## config.mk

```make
export PLATFORM = sky130hd
export DESIGN_NAME = debounce_bank
export DESIGN_NICKNAME = d
export VERILOG_FILES = /design/src/rtl/debounce_bank.sv
export SDC_FILE = /design/constraint.sdc
export NUM_CORES = 1
export LEC_CHECK = 0
export ABC_AREA = 1
export BUFFER_PORTS_ARGS = -buffer_cell sky130_fd_sc_hd__buf_2
export CAP_MARGIN = 20
export CORE_MARGIN = 3
export CORE_UTILIZATION = 35
export DETAILED_ROUTE_END_ITERATION = 10
export PLACE_DENSITY = 0.51
export REMOVE_ABC_BUFFERS = 1
export SKIP_CTS_REPAIR_TIMING = 1
export SYNTH_ARGS = -nofsm -noshare
export SYNTH_HDL_FRONTEND = slang
export SYNTH_SLANG_ARGS = --single-unit
```

## constraint.sdc

```tcl
create_clock -name clk -period 4.1 [get_ports clk]
set_clock_uncertainty 0.2 [all_clocks]
set_input_delay 0.615 -clock clk [delete_from_list [all_inputs] [get_ports clk]]
set_output_delay 0.615 -clock clk [all_outputs]
set_load 0.01 [all_outputs]
```

## src/rtl/debounce_bank.sv

```systemverilog
// Bank of independent switch debouncers: per-channel polarity, synchroniser and a
// lockout FSM with programmable settle time, plus registered rise/fall/long-press pulses.
module debounce_bank #(
  parameter int              NCH         = 4,
  parameter int              SETTLE      = 32768,
  parameter int              SYNC_STAGES = 2,
  parameter logic [NCH-1:0]  POL         = 4'b0011,
  parameter int              LONG        = 0
) (
  input  logic           clk,
  input  logic           rst,
  input  logic [NCH-1:0] sw_in,
  output logic [NCH-1:0] level,
  output logic [NCH-1:0] rise,
  output logic [NCH-1:0] fall,
  output logic [NCH-1:0] long,
  output logic           any_evt
);

  localparam int CNT_MAX = (SETTLE > LONG) ? SETTLE : LONG;
  localparam int CW      = $clog2(CNT_MAX + 1);

  localparam logic [CW-1:0] SETTLE_END = CW'(SETTLE - 1);
  localparam logic [CW-1:0] LONG_END   = CW'((LONG > 0) ? LONG - 1 : 0);
  localparam logic [CW-1:0] LONG_SAT   = CW'(LONG);

  typedef enum logic [1:0] {
    STABLE_0 = 2'd0,
    WAIT_1   = 2'd1,
    STABLE_1 = 2'd2,
    WAIT_0   = 2'd3
  } state_t;

  genvar gi;
  generate
    for (gi = 0; gi < NCH; gi++) begin : g_ch
      logic                   x_d;
      logic [SYNC_STAGES-1:0] sync_q;
      logic                   s;
      state_t                 state_q;
      logic [CW-1:0]          cnt_q;
      logic                   level_q;
      logic                   rise_q;
      logic                   fall_q;
      logic                   long_q;

      // Inversion sits ahead of the first flop so reset value 0 means "inactive".
      assign x_d = sw_in[gi] ^ POL[gi];

      always_ff @(posedge clk or negedge rst) begin
        if (!rst) begin
          sync_q <= '0;
        end else begin
          sync_q <= {sync_q[SYNC_STAGES-2:0], x_d};
        end
      end

      assign s = sync_q[SYNC_STAGES-1];

      always_ff @(posedge clk or negedge rst) begin
        if (!rst) begin
          state_q <= STABLE_0;
          cnt_q   <= '0;
          level_q <= 1'b0;
          rise_q  <= 1'b0;
          fall_q  <= 1'b0;
          long_q  <= 1'b0;
        end else begin
          rise_q <= 1'b0;
          fall_q <= 1'b0;
          long_q <= 1'b0;
          case (state_q)
            STABLE_0: begin
              if (s) begin
                state_q <= WAIT_1;
                cnt_q   <= '0;
                level_q <= 1'b1;
                rise_q  <= 1'b1;
              end
            end
            WAIT_1: begin
              if (cnt_q == SETTLE_END) begin
                state_q <= STABLE_1;
                cnt_q   <= '0;
              end else begin
                cnt_q <= cnt_q + CW'(1);
              end
            end
            STABLE_1: begin
              if (!s) begin
                state_q <= WAIT_0;
                cnt_q   <= '0;
                level_q <= 1'b0;
                fall_q  <= 1'b1;
              end else if ((LONG > 0) && (cnt_q < LONG_SAT)) begin
                // Saturating at LONG makes the pulse fire once per press.
                cnt_q <= cnt_q + CW'(1);
                if (cnt_q == LONG_END) begin
                  long_q <= 1'b1;
                end
              end
            end
            WAIT_0: begin
              if (cnt_q == SETTLE_END) begin
                state_q <= STABLE_0;
                cnt_q   <= '0;
              end else begin
                cnt_q <= cnt_q + CW'(1);
              end
            end
            default: begin
              state_q <= STABLE_0;
              cnt_q   <= '0;
              level_q <= 1'b0;
            end
          endcase
        end
      end

      assign level[gi] = level_q;
      assign rise[gi]  = rise_q;
      assign fall[gi]  = fall_q;
      assign long[gi]  = long_q;
    end
  endgenerate

  assign any_evt = |(rise | fall);

endmodule

```

After elaboration in Yosys (flattened, before gate mapping)
Cells that the tools add are included.
{ "word_totals": {"regBits": 92, "out_inout_bits": 17, "wordCells": 152} }
{ "classes": {"n_addsub": 4, "n_eq_ne": 32, "n_mux": 64, "n_bitwise": 3, "reduce_logical": 25} }
{ "ops": {"columns": ["cell", "n"], "rows": [
  ["two-way mux 16 bit", 12],
  ["one-hot mux 16 bit (3 select lines)", 4],
  ["adder 16 x 1 -> 16 bit (second input constant)", 4],
  ["equality test 16 x 15 -> 1 bit (second input constant)", 4],
  ["two-way mux 2 bit", 16],
  ["!= test 2 bit (second input constant)", 16],
  ["one-hot mux 2 bit (4 select lines)", 4],
  ["two-way mux 1 bit", 24],
  ["equality test 2 bit (second input constant)", 8],
  ["AND reduction 4 bit", 4],
  ["AND reduction 3 bit", 4],
  ["equality test 2 x 1 -> 1 bit (second input constant)", 4],
  ["logical NOT 2 bit", 4],
  ["one-hot mux 1 bit (2 select lines)", 4],
  ["AND reduction 2 bit", 4],
  ["nonzero test 2 bit", 4],
  ["OR reduction 2 bit", 4],
  ["bitwise OR 4 bit", 1],
  ["OR reduction 4 bit", 1],
  ["inverter 1 bit", 2]
]} }

Longest topological paths before layout
{ "depth": {"word_depth": 3, "ltp_mapped": 12} }

Least setup slack after synthesis
No wires, ideal clock.
{ "synth_path": {"kind": "flip-flop to flip-flop", "start": "register g_ch[3].state_q[0]", "end": "register g_ch[3].cnt_q[8]", "setup_ns": 0.118, "arrival_time_ns": 1.376, "required_time_ns": 3.782, "path_slack_ns": 2.406, "stages_incl_launch_ff": 9, "period_less_slack_ns": 1.694, "path_cell_list": "dfrtp_1 inv_1 ha_1 nor2_1 nor2_1 nor2_1 nand2_1 xor2_1 nor2_1"} }
{ "synth_between": {"elab_chain_len": 3, "word_cells_on_any_way": 9} }
{ "synth_rtl": {"columns": ["element", "line", "rtl"], "rows": [
  ["start: declaration", "40", "state_t state_q;"],
  ["start signal: assignment", "62", "state_q <= STABLE_0;"],
  ["start signal: assignment", "75", "state_q <= WAIT_1;"],
  ["start signal: assignment", "83", "state_q <= STABLE_1;"],
  ["equality test 2 bit (tied with other cells)", "72", "case (state_q)"],
  ["OR reduction 2 bit (no line) / != test 2 bit (equally long branches)", null, null],
  ["one-hot mux 16 bit (3 select lines) / AND reduction 2 bit (equally long branches)", null, null],
  ["end signal: assignment", "86", "cnt_q <= cnt_q + CW'(1);"],
  ["end signal: assignment", "97", "cnt_q <= cnt_q + CW'(1);"],
  ["end signal: assignment", "108", "cnt_q <= cnt_q + CW'(1);"],
  ["end: declaration", "41", "logic [CW-1:0] cnt_q;"]
]} }
Parallel ways exist; a longest one is shown, timed or not.
A chain may end at the register's enable or synchronous reset.

Final worst setup path
{ "layout_path": {"start": "register g_ch[2].state_q[0]", "end": "register g_ch[2].cnt_q[15]"} }
{ "layout_between": {"elab_chain_len": 3, "word_cells_on_any_way": 9} }
{ "layout_rtl": {"columns": ["element", "line"], "rows": [
  ["start: declaration", "40"],
  ["start signal: assignment", "62"],
  ["start signal: assignment", "75"],
  ["start signal: assignment", "83"],
  ["equality test 2 bit (tied with other cells)", "72"],
  ["OR reduction 2 bit (no line) / != test 2 bit (equally long branches)", null],
  ["one-hot mux 16 bit (3 select lines) / AND reduction 2 bit (equally long branches)", null],
  ["end signal: assignment", "86"],
  ["end signal: assignment", "97"],
  ["end signal: assignment", "108"],
  ["end: declaration", "41"]
]} }
Parallel ways exist; a longest one is shown, timed or not.

==> impl_metrics.ini <==
[status]
status = complete, no violations

[finish]
insertedDiodeCount = 0
n_fill_cell = 1498
area_growth_pct = 8.916
ff_latch_area_um2 = 2302
multi_input_area_um2 = 2449
layout-drive-gt1-share_pct = 9.116
layoutNonFillerInstCount = 897
num-nets-final = 734

[critical_path]
crit_type = flop to flop
arrival_ns = 2.52
cp.required_ns = 4.11
worst-path-max-fanout = 21
cp-end-kind = flop
start_kind = flop

[routing]
final_antenna_net_count = 0
drt_iter0_drc = 260
routed_wl_um = 10580
viasPerCell = 4.656
firstDrtPassIters = 5
wl_per_cell_um = 11.80
num_vias = 4176
drcViolationCount = 0

[synthesis]
synth_common_cells = nand2_1 (189), nor2_1 (114), dfrtp_1 (92)
yosysWarnings = 0
synth_top_family_by_area = simple AND/OR/NAND/NOR gates
synth_compound_area_share_pct = 4.458
synth_top_cell_area_share_pct = 43.63
ys.flop_type = dfrtp_1
synth_cell_type_count = 33
synth_edf_count = 0
synthCells = 700
synth_area_leaders = dfrtp_1 (44%), nand2_1 (13%), nor2_1 (8.1%)
synthAdderAreaFrac_pct = 4.743
synth.most_common_cell = nand2_1
synth_mux_area_share_pct = 0
syn_area_per_cell_um2 = 7.538
ys_async_sr_fraction_pct = 100.0
synth_area_leader_cell = dfrtp_1
synth-xor-area-share_pct = 3.320
ys_seq_area_share_pct = 43.63
ys_ff_latch = 92
synthSimpleGateAreaFrac_pct = 33.60
synth_area_um2 = 5276

[cts]
cts_sinks = 92
cts_buffer_depth = 2
cts_root_buffer = clkbuf_16
clk_latency_ns = 0.35
numCtsBuffers = 9
cts.clk_slew.worst_paths_ns = 0.06
tritoncts = yes
htreeDepth = 3

[timing]
final-max-slew-violation-count = 0
tns_ns = 0
finalHoldWorstSlack_ns = 0.1065
fin_crit_ns = 2.509
worst_slew_pin_slew_ns = 0.7532
clock.fmax_mhz = 398.6
slew_headroom_pct = 49.79
rsz0062_at_grt = no
hold_viol_final = 0
period_share_pct = 61.18
setup_viol = 0
setup_slack_ns = 1.591

[placed_design]
dp_hpwl_um = 7643
place.gp.congestion = 0.8460
placed_cells = 881
port_buffers = 18
dp_slack_ns = 1.545

[power_and_ir_drop]
vdd.ir_drop.worst_v = 0.0002389
leakage_nw = 2.755
power.switching_mw = 1.079
p_int_mw = 1.816
cellPowerDensity_nw_per_um2 = 503.7
switching_share_pct = 37.28
power_frac_seq_pct = 39.7
p_total_mw = 2.895
p_clk_share_pct = 30.0
combPwrFrac_pct = 30.3

[global_routing]
grt_max_degree = 57
grt_antenna_before_repair = 0
overflow = 0
grt_pass1_wl_um = 18390
first_global_vias = 3979
grt_usage_pct = 13.59

[flow_run]
drv_cap = 0

[floorplanning]
die_w_um = 128.8
coreArea_um2 = 14640
die_area_um2 = 16580
start_util_pct = 36.03
io-pin-count = 23
fp-row-count = 44
die_h_um = 128.8

[hold_path]
hold_class = primary input to async pin
[per-layer routing]
metal | routed length (um) | vias up | global-route usage [%]
met5 | 0 | - | 0
met3 | 328 | 16 | 2.532
met4 | 219 | 0 | 5.868
met1 | 5449 | 1917 | 18.99
met2 | 4583 | 65 | 20.61
li1 | - | 2178 | -
[path summary, 6_finish.rpt]
| check | endpoint | from | cells after the start | slack, ns |
|---|---|---|---|---|
| max in group asynchronous | g_ch[1].sync_q[1]$_DFF_PN0_ | rst | 2 | 2.81 |
| worst min-delay path | g_ch[2].rise_q$_DFF_PN0_ | rst | 1 | 0.11 |
| worst max register to register | g_ch[2].cnt_q[15]$_DFFE_PN0P_ | g_ch[2].state_q[0]$_DFFE_PN0P_ | 8 | 1.59 |
| worst min register to register | g_ch[2].sync_q[1]$_DFF_PN0_ | g_ch[2].sync_q[0]$_DFF_PN0_ | 0 | 0.15 |
| worst max-delay path | g_ch[2].cnt_q[15]$_DFFE_PN0P_ | g_ch[2].state_q[0]$_DFFE_PN0P_ | 8 | 1.59 |
| min in group clk | g_ch[2].sync_q[1]$_DFF_PN0_ | g_ch[2].sync_q[0]$_DFF_PN0_ | 0 | 0.15 |
[sequential cells by signal, indices dropped and copies added (netlist names)]
register      flops
g_ch.cnt_q       64
g_ch.sync_q       8
g_ch.level_q      4
g_ch.state_q      8
g_ch.rise_q       4
g_ch.fall_q       4
[cell usage in the layout, fill, tap and decap left out, types with 2 or more instances in the layout]
cell	count
nand2_1	189
nor2_1	114
dfrtp_1	92
inv_1	90
nand3_1	53
nand4_1	23
o21ai_0	23
ha_1	20
xor2_1	17
buf_2	17
clkbuf_16	9
nor2_2	8
nand2_2	7
o21bai_1	6
nor3_1	5
o22ai_1	4
conb_1	4
xnor2_1	3
or2_2	3
buf_4	3
nor4_1	2
nor2_4	2
clkinv_2	2
nand3_2	2
nand3b_1	2
clkinvlp_4	2
clkbuf_8	2
[worst max-delay path, stage by stage, from the launching register on]
cell and delay, ns:
dfrtp_1 0.40, inv_1 0.08, ha_1 0.22, inv_1 0.11, nand2_1 0.06, nand2_1 0.47, inv_1 0.26, nor2_2 0.47
nor2_1 0.10
[logic make-up after synthesis]
| kind of cell | count (synthesis) |
|---|---|
| other cells | 1 |
| simple gates | 412 |
| flops | 92 |
| xor+xnor | 20 |
| buf+inv | 118 |
| fa+ha+maj | 20 |
| compound gates | 37 |
[final cells by class]
type,count,share of cell area [%]
Inverter,92,6.031
Sequential cell,92,40.06
Tap cell,184,4.006
Clock buffer,11,4.398
Timing Repair Buffer,20,1.872
Clock inverter,5,1.023
Multi-Input combinational cell,493,42.61
[power groups by stage]
stage	sequential (mW)	combinational (mW)	clock, mW
2_1_floorplan	1.16	0.623	0
3_3_place_gp	1.16	0.876	0
3_5_place_dp	1.17	0.895	0
4_1_cts	1.15	0.897	0.899
5_1_grt	1.17	1.02	0.932
6_report	1.15	0.877	0.868
[metrics by stage]
step           cell area [um2]  util, %
3_3_place_gp              5435    37.12
6_report                  5747    39.24
2_1_floorplan             5097        -
3_5_place_dp              5435    37.12
5_1_grt                   5747    39.24
4_1_cts                   5747    39.24
Power figures use the tool's default switching activity.
